File: config.mk
export PLATFORM = sky130hd
export DESIGN_NAME = shift_sequencer
export DESIGN_NICKNAME = d
export VERILOG_FILES = /design/src/rtl/shift_sequencer.sv
export SDC_FILE = /design/constraint.sdc
export NUM_CORES = 1
export LEC_CHECK = 0
export ABC_AREA = 1
export BUFFER_PORTS_ARGS = -buffer_cell sky130_fd_sc_hd__buf_2
export CORE_MARGIN = 2
export CORE_UTILIZATION = 54
export CTS_BUF_LIST = sky130_fd_sc_hd__clkbuf_8
export DETAILED_ROUTE_END_ITERATION = 10
export HOLD_SLACK_MARGIN = 0.06
export PLACE_DENSITY = 0.9
export SYNTH_ARGS = -nofsm -noshare
export SYNTH_HDL_FRONTEND = slang
export SYNTH_SLANG_ARGS = --single-unit
File: constraint.sdc
create_clock -name clk -period 1.6 [get_ports clk]
set_input_delay 0.08 -clock clk [delete_from_list [all_inputs] [get_ports clk]]
set_output_delay 0.08 -clock clk [all_outputs]
set_load 0.02 [all_outputs]
File: src/rtl/shift_sequencer.sv
// -----------------------------------------------------------------------------
// shift_sequencer
//   Multi-cycle SLL/SRL/SRA unit. A narrow shift stage (0..MAX_STEP positions)
//   is applied once per cycle until the requested amount has been consumed.
//   This gives a smaller shifter than a full barrel shifter, at the cost of more
//   latency. Requests and results use valid/ready handshakes.
//
//   Optional feature macro: SHIFT_FLUSH_EN (adds the 'flush' abort input).
//
// Ports
//   clk           in   clock, rising edge
//   rst           in   synchronous reset, active-high
//   in_valid      in   request valid
//   in_ready      out  request accepted when in_valid & in_ready
//   d_in          in   operand
//   shamt         in   shift amount, unsigned
//   arithOrLogic  in   0 = arithmetic (sign fill), 1 = logical; right shifts only
//   leftOrRight   in   1 = shift right, 0 = shift left (zero fill)
//   out_valid     out  result valid
//   out_ready     in   result consumed when out_valid & out_ready
//   d_out         out  result, registered
//   busy          out  1 whenever the FSM is not idle
//   flush         in   (SHIFT_FLUSH_EN only) abort the current op
// -----------------------------------------------------------------------------
module shift_sequencer #(
  parameter int DATA_WIDTH  = 32,
  parameter int SHAMT_WIDTH = 5,
  parameter int STEP_WIDTH  = 2
) (
  input  logic                   clk,
  input  logic                   rst,
`ifdef SHIFT_FLUSH_EN
  input  logic                   flush,
`endif
  input  logic                   in_valid,
  output logic                   in_ready,
  input  logic [DATA_WIDTH-1:0]  d_in,
  input  logic [SHAMT_WIDTH-1:0] shamt,
  input  logic                   arithOrLogic,
  input  logic                   leftOrRight,
  output logic                   out_valid,
  input  logic                   out_ready,
  output logic [DATA_WIDTH-1:0]  d_out,
  output logic                   busy
);

  localparam int NUM_CAND = 2 ** STEP_WIDTH;
  localparam logic [SHAMT_WIDTH-1:0] MAX_STEP = SHAMT_WIDTH'(NUM_CAND - 1);

  typedef enum logic [1:0] {
    S_IDLE  = 2'd0,
    S_SHIFT = 2'd1,
    S_DONE  = 2'd2
  } state_t;

  state_t                 r_state;
  logic [DATA_WIDTH-1:0]  r_work;
  logic [SHAMT_WIDTH-1:0] r_remaining;
  logic                   r_right;
  logic                   r_logical;
  logic                   r_out_valid;
  logic [DATA_WIDTH-1:0]  r_d_out;
  logic                   r_busy;

  logic [STEP_WIDTH-1:0]  w_step;
  logic [DATA_WIDTH-1:0]  w_cand [NUM_CAND];
  logic [DATA_WIDTH-1:0]  w_shifted;
  logic                   w_flush;

`ifdef SHIFT_FLUSH_EN
  assign w_flush = flush;
`else
  assign w_flush = 1'b0;
`endif

  // Offered while idle only; reset and flush both block acceptance.
  assign in_ready  = (r_state == S_IDLE) & ~rst & ~w_flush;
  assign out_valid = r_out_valid;
  assign d_out     = r_d_out;
  assign busy      = r_busy;

  // Per-cycle step: min(remaining, MAX_STEP). The less-than test means the
  // low bits of remaining are the whole value in the first branch.
  always_comb begin
    w_step = MAX_STEP[STEP_WIDTH-1:0];
    if (r_remaining < MAX_STEP)
      w_step = r_remaining[STEP_WIDTH-1:0];
  end

  // Narrow shift stage: one candidate per possible step, selected by w_step.
  // The SRA fill comes from the working MSB, which still holds the original
  // sign because arithmetic right shifts preserve it.
  generate
    for (genvar gi = 0; gi < NUM_CAND; gi++) begin : g_cand
      always_comb begin
        if (!r_right)
          w_cand[gi] = r_work << gi;
        else if (r_logical)
          w_cand[gi] = r_work >> gi;
        else
          w_cand[gi] = DATA_WIDTH'($signed(r_work) >>> gi);
      end
    end
  endgenerate

  assign w_shifted = w_cand[w_step];

  always_ff @(posedge clk) begin
    if (rst) begin
      r_state     <= S_IDLE;
      r_work      <= '0;
      r_remaining <= '0;
      r_right     <= 1'b0;
      r_logical   <= 1'b0;
      r_out_valid <= 1'b0;
      r_d_out     <= '0;
      r_busy      <= 1'b0;
    end else if (w_flush) begin
      // Abort: drop the op but keep the last result on d_out.
      r_state     <= S_IDLE;
      r_out_valid <= 1'b0;
      r_busy      <= 1'b0;
    end else begin
      case (r_state)
        S_IDLE: begin
          if (in_valid) begin
            r_work      <= d_in;
            r_remaining <= shamt;
            r_right     <= leftOrRight;
            r_logical   <= arithOrLogic;
            r_busy      <= 1'b1;
            if (shamt == '0) begin
              // Nothing to shift: result is the operand itself.
              r_d_out     <= d_in;
              r_out_valid <= 1'b1;
              r_state     <= S_DONE;
            end else begin
              r_state <= S_SHIFT;
            end
          end
        end
        S_SHIFT: begin
          r_work      <= w_shifted;
          r_remaining <= r_remaining - SHAMT_WIDTH'(w_step);
          if (r_remaining == SHAMT_WIDTH'(w_step)) begin
            r_d_out     <= w_shifted;
            r_out_valid <= 1'b1;
            r_state     <= S_DONE;
          end
        end
        S_DONE: begin
          if (out_ready) begin
            r_out_valid <= 1'b0;
            r_busy      <= 1'b0;
            r_state     <= S_IDLE;
          end
        end
        default: begin
          r_out_valid <= 1'b0;
          r_busy      <= 1'b0;
          r_state     <= S_IDLE;
        end
      endcase
    end
  end

endmodule
==> results of run 1 <==
flip-flops by register name, indices dropped and copies added, names as in the netlist:
| name | cells |
|---|---|
| out_valid | 1 |
| r_logical | 1 |
| r_work | 32 |
| r_right | 1 |
| r_remaining | 5 |
| r_state | 2 |
| busy | 1 |
| d_out | 32 |
layer usage:
metal  global-route usage, %  wire, um  vias to the layer above
met1                    33.2      6020                     2654
met2                    44.0      7050                      294
met4                    9.75       383                        0
li1                        -         -                     2995
met5                       0         0                        -
met3                    4.89      1140                       44
through the flow:
step                      power (mW)  hold WS (ps)  instances  util [%]  setup WS, ps
after floorplan                 9.34           149        913         -          34.8
after global placement          11.1           329       1095      61.0           129
after detailed placement        11.2           336       1095      61.0          62.3
after CTS                       12.9          75.1       1114      63.4          40.0
after global routing            14.2          95.9       1115      63.9          4.79
final                           13.1          73.2       1115      63.9          81.3
critical path, cell delays in order, from the launching register on:
cell and delay (ps):
dfxtp_1 360, nor2_8 190, nand2_2 90, nand2_2 80, nand3_2 70, nor2_2 120
nand2_4 70, inv_2 110, buf_12 190, a21oi_1 100
layout by cell type, fill, tap and decap left out:
| cell | n |
|---|---|
| o21a_1 | 1 |
| nand2_2 | 3 |
| buf_6 | 1 |
| nor2_8 | 1 |
| o22ai_1 | 2 |
| nor2_1 | 135 |
| nand3_2 | 1 |
| buf_4 | 23 |
| nand3_4 | 2 |
| inv_1 | 117 |
| dfxtp_1 | 72 |
| clkbuf_16 | 1 |
| clkbuf_8 | 9 |
| inv_4 | 1 |
| a211oi_1 | 1 |
| clkinvlp_4 | 1 |
| nor2_2 | 1 |
| a21oi_1 | 53 |
| a31oi_1 | 1 |
| buf_12 | 8 |
| nand2_4 | 1 |
| o221ai_1 | 1 |
| nand4_1 | 25 |
| dlygate4sd3_1 | 3 |
| nor2_4 | 1 |
| nor3_1 | 1 |
| inv_2 | 4 |
| buf_2 | 77 |
| dfxtp_2 | 3 |
| ha_1 | 1 |
| or2_2 | 31 |
| o211ai_1 | 1 |
| nand2_1 | 231 |
| nand3_1 | 90 |
| o21ai_0 | 43 |
| bufinv_16 | 2 |
| clkinv_2 | 4 |
| nand3b_1 | 1 |
| a21oi_2 | 28 |
kinds of logic (layout without fill, tap and decap cells):
| logic type | after synthesis | after routing | share of synthesized area, % |
|---|---|---|---|
| flip-flops | 75 | 75 | 27.8 |
| adder cells (fa/ha/maj) | 1 | 1 | 0.232 |
| buffers and inverters | 182 | 251 | 15.3 |
| AND/OR/NAND/NOR | 524 | 524 | 42.3 |
| AO/OA/AOI/OAI | 131 | 131 | 14.4 |
cell type report:
type	instances	share of cell area, %
inverter	122	7.47
tap	133	2.68
timing repair buffer	113	12.6
clock inverter	7	1.35
clock buffer	9	1.99
sequential	75	24.2
multi-input combinational	656	49.7
how the worst max path moves through the flow:
stage | from | depth (start not counted) | endpoint | slack [ps]
3_5_place_dp | r_state[1] | 7 | r_remaining[0] | 60
5_1_grt | r_remaining[4] | 10 | d_out[14] | 5
3_3_place_gp | r_state[1] | 8 | d_out[7] | 130
2_1_floorplan | r_remaining[0] | 10 | r_remaining[4] | 30
4_1_cts | r_remaining[3] | 9 | r_work[7] | 40
6_report | r_remaining[4] | 9 | d_out[14] | 80
power breakdown:
part | leakage (nW) | total (mW) | internal (mW) | switching (mW)
logic | 2.62 | 8.48 | 3.09 | 5.39
registers | 0.621 | 3.07 | 2.57 | 0.502
clock network | 0.114 | 1.58 | 0.862 | 0.719
total | 3.35 | 13.1 | 6.52 | 6.62
timing repair:
item / in CTS / in global routing
setup endpoints to repair: 0 / 42
hold buffers: 3 / 0
gates resized for setup: 0 / 8
hold endpoints to repair: 6 / 0
==> results.txt, run 1 <==
----------------------------------------------------
[Worst setup path]
  Crit Reg-Reg Endpoint ... d_out[14]
  Endpoint class of the critical path ... register
  Arrival time at the worst endpoint ... between 1500 and 2000 ps
  Required time of the critical path ... about 1800 ps
  Reg2Reg Setup Slack ... between 80 and 90 ps
  Crit path kind ... register to register
  Beginning of the worst register-to-register path ... r_remaining[4]
  FF-to-FF path depth ... 9
  Maximum net fanout on the critical path ... 19
  Startpoint type of the worst setup path ... register

[Synthesis]
  EDFF count, synth ... 0
  Average cell area after synthesis ... around 5.9 um^2
  Part of the Yosys area used for sequential elements ... between 20 and 30%
  Fraction of post-synthesis cell area in the top cell type by area ... between 20% and 30%
  Cell accounting for the most synthesized area ... dfxtp_1
  Main area contributors after synthesis ... dfxtp_1, nand2_1, nor2_1, nand3_1, inv_1
  Gate count of the mapped netlist ... approximately 910
  Post-synth ARST share ... 0%
  Count of distinct cell types in the synthesized netlist ... 31
  Most repeated cell in the gate-level netlist after synthesis ... nand2_1
  Syn nets ... roughly 960
  Warnings, synthesis ... 0
  Top FF cell, synth ... dfxtp_1
  Flip-flop and latch count after synthesis ... 75
  Area of the mapped netlist ... about 5400 um^2
  Most instantiated cells after synthesis ... nand2_1, nor2_1, inv_1

[Global route]
  Total gr overflow ... 0
  First-pass GRT wire length ... ~24 mm
  Initial antenna violation count ... 0
  Vias in the first global route ... approximately 5.3k
  Largest net degree at the start of global routing ... 38
  GR Util All Layers ... 26.1%

[Worst hold path]
  Worst hold endpoint ... r_remaining[4]
  Kind of path behind the tightest hold check ... input port to register
  Hold-critical path depth ... 3
  Critical hold path startpoint ... shamt[4]

[Run status]
  Run status ... finished clean

[Route]
  Via density per instance ... ~5.4
  Wire length per cell after detailed routing ... 13.1 um
  Starting DRT DRC Count ... 480
  Via count ... roughly 6k
  Drt first pass iters ... 5
  # DRC ... 0
  Total detailed-routing wirelength ... 14.6 mm
  Detail Route Antenna Nets ... 0

[Pwr]
  Power per standard cell area ... 2110 nW/um^2
  Worst VDD drop ... 755 uV
  Static leakage power ... around 3.4 nW

[Timing]
  Finish-stage setup viols ... 0
  Post-Route Skew ... between 10 and 15 ps
  Count of final max-slew check failures ... 0
  TNS Setup ... 0 ps
  Setup repair after global routing missed its margin ... false
  Pin slew with the least headroom to its limit ... 324 ps
  Achievable Freq ... 658 MHz
  Number of hold violations in the final report ... 0
  Relative max-transition margin ... 78.2%
  Final worst-path cycle share ... 94.9%
  Min cycle time layout ... roughly 1500 ps

[Die]
  Total Die Area ... roughly 11000 um^2
  Width of the die ... around 100 um
  Core region area ... a little under 10000 um^2
  Number of rows created at floorplan ... 36
  Number of I/O pins ... 78
  Initial Utilization ... a little under three fifths
  Height of the chip ... around 100 um

[Place]
  Port-buffer cells ... 77
  Routability congestion estimate from global placement ... about 0.95
  Detailed-placement wirelength estimate ... slightly above 10 mm
  Placed Area ... approximately 5900 um^2

[Finish]
  Antenna diode count ... 0
  Growth of design area from synthesis to finish ... 15.1%
  Fraction of final layout cells sized beyond drive strength 1 ... between 20% and 30%
  Total area of multi-input combinational cells ... 3090 um^2
  Area of all placed cells without fillers ... 6220 um^2
  Number of filler cells placed in the layout ... just under 900
  FF/Latch Area ... about 1500 um^2
  Post-layout nets ... between 1k and 1.5k

[Run]
  Max-Cap Viols ... 0

[CTS]
  Buffers inserted during post-CTS setup optimization ... 0
  Clock transition at the register clock pins on the worst setup and hold paths after CTS ... about 80 ps
  Number of clock sinks seen by CTS ... between 70 and 80
  Cell chosen for the clock root ... clkbuf_8
  CTS tree ... built
  Number of H-tree levels ... 3
  Clock network latency to the later pin of the worst-skew pair ... ~360 ps
  TritonCTS buffer count ... 9
  Maximum buffer depth of the clock tree ... 2

----------------------------------------------------
Note: power is estimated with default switching activity, not from simulation.
==> inputs of run 2 (changes only) <==
- PLACE_DENSITY: 0.9 -> 0.79
==> run 2 against run 1 <==
  * Clock power is 4% lower
  * Global-route usage is 0.70 points higher
  * Core utilization is 0.57 points higher
==> results.txt, run 2 (synthesized netlist as in run 1, its figures left out) <==
----------------------------------------------------
[Run status]
  Run status ... finished clean

[Worst setup path]
  Reg2Reg Setup Slack ... about 80 ps
  Required time of the critical path ... roughly 1900 ps
  Critical path, cell by cell ... inv_1 -> nor2_4 -> nand2_2 -> nand3_2 -> nor2_4 -> nand2_4 -> clkbuf_16 -> nand2_1 -> nand2_1 -> a21oi_2
  Startpoint type of the worst setup path ... register
  Crit path kind ... register to register
  Slowest stage cell on the critical path ... dfxtp_2
  Maximum net fanout on the critical path ... 17
  Crit Reg-Reg Endpoint ... d_out[18]
  Endpoint class of the critical path ... register
  Arrival time at the worst endpoint ... 1780 ps
  Beginning of the worst register-to-register path ... r_state[0]
  Peak per-stage delay on the critical path ... 340 ps
  FF-to-FF path depth ... 10

[Place]
  Port-buffer cells ... 77
  Detailed-placement wirelength estimate ... around 10 mm
  Routability congestion estimate from global placement ... 0.913
  Worst slack after detailed placement ... ~93 ps
  Placed Area ... around 6000 um^2
  # placed instances ... about 1.1k

[CTS]
  Clock transition at the register clock pins on the worst setup and hold paths after CTS ... around 90 ps
  Maximum buffer depth of the clock tree ... 2
  Buffers inserted during post-CTS setup optimization ... 0
  Clock network latency to the later pin of the worst-skew pair ... between 300 and 400 ps
  Cell chosen for the clock root ... clkbuf_8
  Number of H-tree levels ... 3
  CTS tree ... built
  Number of clock sinks seen by CTS ... 75
  TritonCTS buffer count ... 9

[Pwr]
  Static leakage power ... approximately 3.4 nW
  Power per standard cell area ... 2090 nW/um^2
  Worst VDD drop ... between 700 and 800 uV
  Total Power ... between 10 and 15 mW

[Die]
  Core region area ... 9730 um^2
  Number of I/O pins ... 78
  Total Die Area ... around 11000 um^2
  Number of rows created at floorplan ... 36
  Initial Utilization ... between 50% and 60%
  Height of the chip ... 104 um
  Width of the die ... roughly 100 um

[Timing]
  TNS Setup ... 0 ps
  Number of hold violations in the final report ... 0
  Post-Route Skew ... between 10 and 15 ps
  Min cycle time layout ... around 1500 ps
  Final-layout worst hold slack ... between 60 and 70 ps
  Achievable Freq ... about 660 MHz
  Finish-stage setup viols ... 0
  Count of final max-slew check failures ... 0
  Relative max-transition margin ... roughly 80%
  Pin slew with the least headroom to its limit ... 328 ps
  Post-route setup slack ... about 80 ps
  Final worst-path cycle share ... 95.0%

[Worst hold path]
  Hold-critical path depth ... 5
  Worst hold endpoint ... r_work[31]
  Kind of path behind the tightest hold check ... input port to register
  Critical hold path startpoint ... d_in[31]

[Global route]
  Largest net degree at the start of global routing ... 45
  Vias in the first global route ... roughly 5.4k
  First-pass GRT wire length ... approximately 24 mm
  GR Util All Layers ... between 20% and 30%
  Initial antenna violation count ... 0
  Total gr overflow ... 0

[Finish]
  Commonest non-fill, non-tap cell in the layout ... nand2_1
  Growth of design area from synthesis to finish ... 16.2%
  Post-layout nets ... approximately 1.0k
  Fraction of final layout cells sized beyond drive strength 1 ... 20.2%
  Final core utilization ... 64.5%
  Finished Layout Cells ... 1112
  Commonest cells after routing, fill and taps aside ... nand2_1, nor2_1, inv_1, nand3_1, buf_2
  Antenna diode count ... 0
  Area of all placed cells without fillers ... roughly 6300 um^2

[Run]
  Max-Cap Viols ... 0

[Route]
  Via count ... between 5k and 6k
  Detail Route Antenna Nets ... 0
  Drt first pass iters ... 6
  Via density per instance ... approximately 5.3
  Wire length per cell after detailed routing ... 13.4 um
  Total detailed-routing wirelength ... approximately 15 mm
  Starting DRT DRC Count ... 418
  # DRC ... 0

----------------------------------------------------
-- run 2: worst max-delay path: cells and delay by family, from the launching register on --
family / cells / cell delay, ps
simple gates: 7 / 750
flops: 1 / 340
buf+inv: 2 / 290
compound gates: 1 / 30
-- run 2: timing repair --
action	4_1_cts	5_1_grt
endpoints found under the hold margin	7	0
resized for setup	0	11
hold buffers	4	0
endpoints found under the setup margin	0	47
-- run 2: worst max-delay path by stage --
stage	slack (ps)	from	to
final	80	r_state[0]	d_out[18]
after global routing	-10	r_remaining[4]	r_work[25]
after CTS	70	r_remaining[3]	r_work[18]
after detailed placement	90	r_remaining[3]	r_work[20]
after global placement	120	r_remaining[4]	r_work[18]
after floorplan	30	r_remaining[0]	r_remaining[4]
-- run 2: area by class of cell --
| type | instances | area (um^2) |
|---|---|---|
| Tap cell | 133 | 166 |
| Multi-Input combinational cell | 656 | 3090 |
| Timing Repair Buffer | 110 | 848 |
| Sequential cell | 75 | 1510 |
| Inverter | 122 | 465 |
| Clock inverter | 6 | 57.6 |
| Clock buffer | 10 | 138 |
| Fill cell | 941 | 3460 |
-- run 2: report_power, final --
part           switching [mW]  internal [mW]
registers               0.488           2.57
clock network           0.764          0.750
logic                    5.42           3.13
total                    6.67           6.45
-- run 2: metal layers --
| layer | vias to the layer above | track usage, % | wire length (um) |
|---|---|---|---|
| li1 | 2989 | - | - |
| met5 | - | 0 | 0 |
| met3 | 35 | 3.38 | 934 |
| met4 | 0 | 11.8 | 429 |
| met2 | 201 | 46.0 | 7070 |
| met1 | 2678 | 33.8 | 6510 |
